[config.mk]
export PLATFORM = sky130hd
export DESIGN_NAME = jk_universal_register_flat
export DESIGN_NICKNAME = d
export VERILOG_FILES = /design/src/rtl/jk_universal_register_if.sv /design/src/rtl/jk_universal_register.sv /design/src/flat_wrapper.sv
export SDC_FILE = /design/constraint.sdc
export NUM_CORES = 1
export LEC_CHECK = 0
export ABC_CLOCK_PERIOD_IN_PS = 2200
export CAP_MARGIN = 15
export CORE_ASPECT_RATIO = 0.6
export CORE_UTILIZATION = 45
export DETAILED_ROUTE_END_ITERATION = 6
export GPL_ROUTABILITY_DRIVEN = 1
export PLACE_DENSITY = 0.82
export SLEW_MARGIN = 20
export SYNTH_ARGS = -nofsm -noshare
export SYNTH_HDL_FRONTEND = slang
export SYNTH_SLANG_ARGS = --single-unit
[constraint.sdc]
create_clock -name clk -period 2.2 [get_ports clk]
set_input_delay 0.44 -clock clk [delete_from_list [all_inputs] [get_ports clk]]
set_output_delay 0.44 -clock clk [all_outputs]
set_load 0.02 [all_outputs]
[src/rtl/jk_universal_register_if.sv]
// ---------------------------------------------------------------------------
// jk_universal_register_if
// Bus bundle for jk_universal_register. The master drives the control and
// data inputs. The slave (the register) drives the state and the flags.
//   en      : update enable
//   mode    : 00 per-bit JK, 01 load, 10 up/down count, 11 shift
//   j, k    : per-bit JK inputs (mode 00)
//   d       : parallel load data (mode 01)
//   dir     : count up / shift left when 1
//   ser_in  : serial input (mode 11)
//   q       : registered state
//   ser_out : serial output bit
//   tc      : terminal count flag
//   q_chg   : one-cycle pulse after q changed
// ---------------------------------------------------------------------------
interface jk_universal_register_if #(
  parameter int WIDTH = 8
);
  logic             en;
  logic [1:0]       mode;
  logic [WIDTH-1:0] j;
  logic [WIDTH-1:0] k;
  logic [WIDTH-1:0] d;
  logic             dir;
  logic             ser_in;
  logic [WIDTH-1:0] q;
  logic             ser_out;
  logic             tc;
  logic             q_chg;

  modport master (
    output en, mode, j, k, d, dir, ser_in,
    input  q, ser_out, tc, q_chg
  );

  modport slave (
    input  en, mode, j, k, d, dir, ser_in,
    output q, ser_out, tc, q_chg
  );
endinterface

[src/rtl/jk_universal_register.sv]
// ---------------------------------------------------------------------------
// jk_universal_register
// Universal WIDTH-bit register. It does per-bit JK, parallel load, up/down
// counting built from JK toggles, and left/right serial shift.
// Ports:
//   clk : rising-edge clock
//   rst : synchronous, active-low reset (q <= RST_VAL, q_chg <= 0)
//   bus : jk_universal_register_if slave modport (see interface header)
// ---------------------------------------------------------------------------
module jk_universal_register #(
  parameter int               WIDTH   = 8,
  parameter logic [WIDTH-1:0] RST_VAL = '0
) (
  input  logic                     clk,
  input  logic                     rst,
  jk_universal_register_if.slave   bus
);

  localparam logic [1:0] MODE_JK    = 2'b00;
  localparam logic [1:0] MODE_LOAD  = 2'b01;
  localparam logic [1:0] MODE_COUNT = 2'b10;
  localparam logic [1:0] MODE_SHIFT = 2'b11;

  logic [WIDTH-1:0] r_q;
  logic             r_q_chg;
  logic [WIDTH-1:0] w_tog;
  logic [WIDTH-1:0] w_q_next;
  logic             w_run;

  // The counter is a JK ripple-free synchronous counter. Bit i toggles when
  // every lower bit is 1 (up) or every lower bit is 0 (down). w_run carries
  // that "all lower bits match" condition upward through the word.
  always_comb begin
    w_tog = '0;
    w_run = 1'b1;
    for (int i = 0; i < WIDTH; i++) begin
      w_tog[i] = w_run;
      w_run    = w_run & (bus.dir ? r_q[i] : ~r_q[i]);
    end
  end

  always_comb begin
    w_q_next = r_q;
    if (bus.en) begin
      unique case (bus.mode)
        // {j,k}: 00 hold, 01 clear, 10 set, 11 toggle
        MODE_JK:    w_q_next = (bus.j & ~r_q) | (~bus.k & r_q);
        MODE_LOAD:  w_q_next = bus.d;
        MODE_COUNT: w_q_next = r_q ^ w_tog;
        MODE_SHIFT: w_q_next = bus.dir ? {r_q[WIDTH-2:0], bus.ser_in}
                                       : {bus.ser_in, r_q[WIDTH-1:1]};
        default:    w_q_next = r_q;
      endcase
    end
  end

  always_ff @(posedge clk) begin
    if (!rst) begin
      r_q     <= RST_VAL;
      r_q_chg <= 1'b0;
    end else begin
      r_q     <= w_q_next;
      r_q_chg <= (w_q_next != r_q);
    end
  end

  assign bus.q       = r_q;
  assign bus.q_chg   = r_q_chg;
  assign bus.ser_out = bus.dir ? r_q[WIDTH-1] : r_q[0];
  assign bus.tc      = bus.en && (bus.mode == MODE_COUNT) &&
                       (bus.dir ? (&r_q) : ~(|r_q));

endmodule
[src/flat_wrapper.sv]
// flat-port wrapper written by rule: the top's interface ports become plain ports
module jk_universal_register_flat 
#(
  parameter int               WIDTH   = 8,
  parameter logic [WIDTH-1:0] RST_VAL = '0
)
  (clk, rst, bus_en, bus_mode, bus_j, bus_k, bus_d, bus_dir, bus_ser_in, bus_q, bus_ser_out, bus_tc, bus_q_chg);
  jk_universal_register_if #(.WIDTH(WIDTH)) bus_i ();
  input  logic clk;
  input  logic rst;
  input wire logic [$bits(bus_i.en)-1:0] bus_en;
  input wire logic [$bits(bus_i.mode)-1:0] bus_mode;
  input wire logic [$bits(bus_i.j)-1:0] bus_j;
  input wire logic [$bits(bus_i.k)-1:0] bus_k;
  input wire logic [$bits(bus_i.d)-1:0] bus_d;
  input wire logic [$bits(bus_i.dir)-1:0] bus_dir;
  input wire logic [$bits(bus_i.ser_in)-1:0] bus_ser_in;
  output wire logic [$bits(bus_i.q)-1:0] bus_q;
  output wire logic [$bits(bus_i.ser_out)-1:0] bus_ser_out;
  output wire logic [$bits(bus_i.tc)-1:0] bus_tc;
  output wire logic [$bits(bus_i.q_chg)-1:0] bus_q_chg;
  assign bus_i.en = bus_en;
  assign bus_i.mode = bus_mode;
  assign bus_i.j = bus_j;
  assign bus_i.k = bus_k;
  assign bus_i.d = bus_d;
  assign bus_i.dir = bus_dir;
  assign bus_i.ser_in = bus_ser_in;
  assign bus_q = bus_i.q;
  assign bus_ser_out = bus_i.ser_out;
  assign bus_tc = bus_i.tc;
  assign bus_q_chg = bus_i.q_chg;
  jk_universal_register #(.WIDTH(WIDTH), .RST_VAL(RST_VAL)) u_core (.clk(clk), .rst(rst), .bus(bus_i));
endmodule
# Word level (Yosys, flattened, before mapping)
# Index checks and enable logic that the tools add are counted.
# Widths: inputs -> output; s select.
# classes
addsub	0
mul	0
n_div	0
magnitude_cmp	0
n_eq_ne	4
shift	0
mux	12
bitwise	20
n_reduce_logical	5
# op_table
op	n
$pmux 8 s4	1
$and 8x8->8	2
$mux 8	2
$not 8->8	2
$mux 1	9
$ne 8x8->1	1
$not 1->1	8
$or 8x8->8	1
$reduce_and 8->1	1
$reduce_or 8->1	1
$xor 8x8->8	1
$and 1x1->1	6
$eq 2x2->1 const B	2
$eq 2x1->1 const B	1
$logic_and 1x1->1	2
$logic_not 2->1	1
# totals
ff_bits	9
latchBits	0
mem_bits_rw	0
romBits	0
in_bits	31
output_inout_bits	11
elab_cells	43
n_memories	0

# Depth between registers and ports, before layout
# logic_depth
ltp_word	12
depth_mapped	8

# Least setup slack after synthesis
# Ideal clock, no wire load.
# synth_path
kind	input -> output
from	input port bus_dir
to	output port bus_tc
arrival_ns	1.671
t_required_ns	1.760
path_slack_ns	0.089
cell_stages	5
path_buffers	1
path_cell_list	buf_6 -> or4_4 -> nor3_1 -> a21oi_1 -> nor2_1
# synth_via
elab_chain_cells	2
# synth_rtl
item	line	text
from (decl)	flat_wrapper.sv:16	input wire logic [$bits(bus_i.dir)-1:0] bus_dir;
$mux 1	jk_universal_register.sv:71	(bus.dir ? (&r_q) : ~(|r_q));
$logic_and 1x1->1	jk_universal_register.sv:70	assign bus.tc = bus.en && (bus.mode == MODE_COUNT) &&
to (decl)	flat_wrapper.sv:20	output wire logic [$bits(bus_i.tc)-1:0] bus_tc;
# No other way between the ends.

# Worst setup path in the final report
# layout_path
from	input port bus_dir
to	register u_core.r_q[7] (netlist: u_core.bus.q[7])
# layout_via
elab_chain_cells	10
# layout_rtl
item	line	text
$mux 1	jk_universal_register.sv:38	w_run = w_run & (bus.dir ? r_q[i] : ~r_q[i]);
$and 1x1->1 (6 in a row)	jk_universal_register.sv:38	
$xor 8x8->8	jk_universal_register.sv:49	MODE_COUNT: w_q_next = r_q ^ w_tog;
$pmux 8 s4 (*)	jk_universal_register.sv:45	unique case (bus.mode)
$mux 8 (*)	jk_universal_register.sv:44	if (bus.en) begin
to (signal assigned)	jk_universal_register.sv:62	r_q <= w_q_next;
to (decl)	jk_universal_register.sv:24	logic [WIDTH-1:0] r_q;
# Mark *: on every way between the ends. The rest lies on a longest branch, timed or not.
# A chain may end at the register's enable or synchronous reset.

==> flow_summary.ini <==
[timing]
fmaxAchievable_mhz = 464
tightest_slew_ns = 0.373
max_slew_margin_pct = 75.1
fin_crit_sh_pct = 98.0
fin_crit_ns = 2.16
finalHoldViolations = 0
setup_violations = 0
skew_ns = 0.00431
final_max_slew_viol_count = 0

[logic_synthesis]
yosys_most_used_dff = dfxtp_1
syn_area_per_cell_um2 = 6.50
synthesis.area_mm2 = 0.00142
ys_seq_area_share_pct = 12.7
synth-seq-cells = 9
yosysWarnings = 0
synth_cell_type_count = 49
synth_fp_nets = 249
syn_inst = 218
synth_edf_count = 0
synthArstFlopShare_pct = 0

[finish]
antenna_cells = 0
nets = 318
area_growth_pct = 57.5
stdcell_count = 328
final_area_mm2 = 0.00223
multi_input_area_mm2 = 0.00115
register_area_um2 = 180
fillCellCount = 227
utilization_pct = 76.3
final_common_cell = buf_4
drive_gt1_share_pct = 21.7
final_cell_mix = buf_4 (44), clkdlybuf4s50_1 (36), nor2_1 (23)

[floorplanning]
std_cell_rows = 15
dieArea_mm2 = 0.00339
die_h_um = 45.5
start_util_pct = 48.4
top_level_ports = 42
die_w_um = 74.5
design.core.area_mm2 = 0.00293

[place]
dp_cells = 323
gp_congestion = 0.946
portBuffers = 41
dp_hpwl_um = 3980
dpl-instance-area_mm2 = 0.00212

[clocking]
clock-sinks = 9
hold_buffers = 0
clk_pin_slew_ns = 0.05
clock-root-buffer = clkbuf_8
htree_levels = 1
cts_tree = done
cts_max_path_buffers = 2
cts_setup_buffers = 0
clk_latency_ns = 0.24
cts_buffers = 3

[route]
ant_nets = 0
vias_per_cell = 6.09
vias = 1999
drt_first_pass_iters = 6
routed_wl_um = 5690
wl_per_cell_um = 17.4
drc = 0
drt_iter0_markers = 373

[global_route]
grt_pass1_wl_um = 8650
grt_max_degree = 19
grt_antenna_before_repair = 0
grt_pass1_vias = 1831
grt-ovfl-total = 0
grt_usage_pct = 34.7

[worst_hold_path]
min_path_type = flop to flop

[worst_setup_path]
crit_path_max_fanout = 5
startpoint_type = primary input
crit_path_end_kind = flop
path_class = primary input to flop
cp_data_required_time_ns = 2.37
cp.arrival_ns = 2.33

[outcome]
status = finished clean

[flow_run]
cap_violations = 0

[power]
power_density_mw_per_mm2 = 398
power_uw = 889
power_leakage_uw = 0.000888
peakVddDrop_uv = 317
-- cell families (layout without fill, tap and decap cells) --
logic type,Yosys count,count (layout),share of synthesized area (%)
compound gates,70,70,33.5
simple gates,92,92,32.0
xor+xnor,8,8,4.94
flops,9,9,12.7
mux,12,12,8.65
buf+inv,27,95,8.30
-- Yosys cell counts, types with 2 or more instances --
cell | count | area (um2)
a211o_1 | 2 | 17.5
a211oi_1 | 2 | 15.0
a21oi_1 | 19 | 95.1
a221oi_1 | 2 | 17.5
a41oi_1 | 2 | 17.5
and3_1 | 3 | 18.8
buf_2 | 4 | 20.0
clkbuf_1 | 16 | 60.1
dfxtp_1 | 9 | 180
inv_1 | 4 | 15.0
mux2_2 | 2 | 22.5
mux2i_1 | 10 | 100
nand2_1 | 22 | 82.6
nand2b_1 | 6 | 37.5
nand3_1 | 7 | 35.0
nand4_1 | 3 | 18.8
nor2_1 | 24 | 90.1
nor2b_1 | 8 | 50.1
nor3_1 | 9 | 45.0
nor3b_1 | 2 | 15.0
o211ai_1 | 3 | 22.5
o21ai_0 | 16 | 80.1
o221ai_1 | 3 | 26.3
o22ai_1 | 7 | 43.8
or4_1 | 3 | 22.5
xnor2_1 | 2 | 17.5
xor2_1 | 6 | 52.6
-- through the flow --
step	TNS [ns]	hold WS (ns)	setup slack, ns
6_report	0	0.665	0.0445
5_1_grt	-0.00409	0.677	-0.00409
4_1_cts	0	0.660	0.0143
3_5_place_dp	-2.82	0.651	-0.636
3_3_place_gp	-2.71	0.642	-0.638
2_1_floorplan	0	0.574	0.0890
-- final cells by class --
class	instances	area share, %
inverter	4	0.672
sequential	9	8.07
tap	42	2.35
multi-input combinational	182	51.4
timing repair buffer	87	35.5
clock buffer	4	2.02
-- registers in the layout, indices dropped and copies added, names as in the netlist --
register          count
u_core.bus.q_chg      1
u_core.bus.q          8
-- timing repair --
item / 4_1_cts / 5_1_grt
pin swaps: 3 / 6
setup endpoints to repair: 6 / 2
resized for setup: 17 / 3
gates cloned: 1 / 0
-- critical path, cell delays in order --
cell	delay (ns)
clkdlybuf4s15_2	0.24
or4_4	0.53
buf_6	0.15
o32a_4	0.40
a21oi_4	0.15
xor2_1	0.18
nand3_1	0.10
a21oi_1	0.12
-- report_power, final --
part | leakage, uW | switching (uW) | internal [uW]
Sequential | 0.0000744 | 11.3 | 177
Clock | 0.0000228 | 76.8 | 127
Combinational | 0.000791 | 252 | 245
-- final timing paths --
check             startpoint               to  slack [ns]  cells after the start
max                  bus_dir  u_core.bus.q[7]        0.04                      8
min reg2reg  u_core.bus.q[4]  u_core.bus.q[4]        0.67                      3
min          u_core.bus.q[4]  u_core.bus.q[4]        0.67                      3
max reg2reg  u_core.bus.q[1]  u_core.bus.q[7]        0.14                      7
-- routing by layer --
| metal | track usage, % | up-vias | share of wire, % |
|---|---|---|---|
| li1 | - | 932 | - |
| met1 | 47.7 | 892 | 44 |
| met2 | 54.1 | 160 | 42 |
| met3 | 8.63 | 15 | 12 |
| met4 | 9.81 | 0 | 1.4 |
| met5 | 0 | - | 0 |
Note: power is estimated with default switching activity, not from simulation.
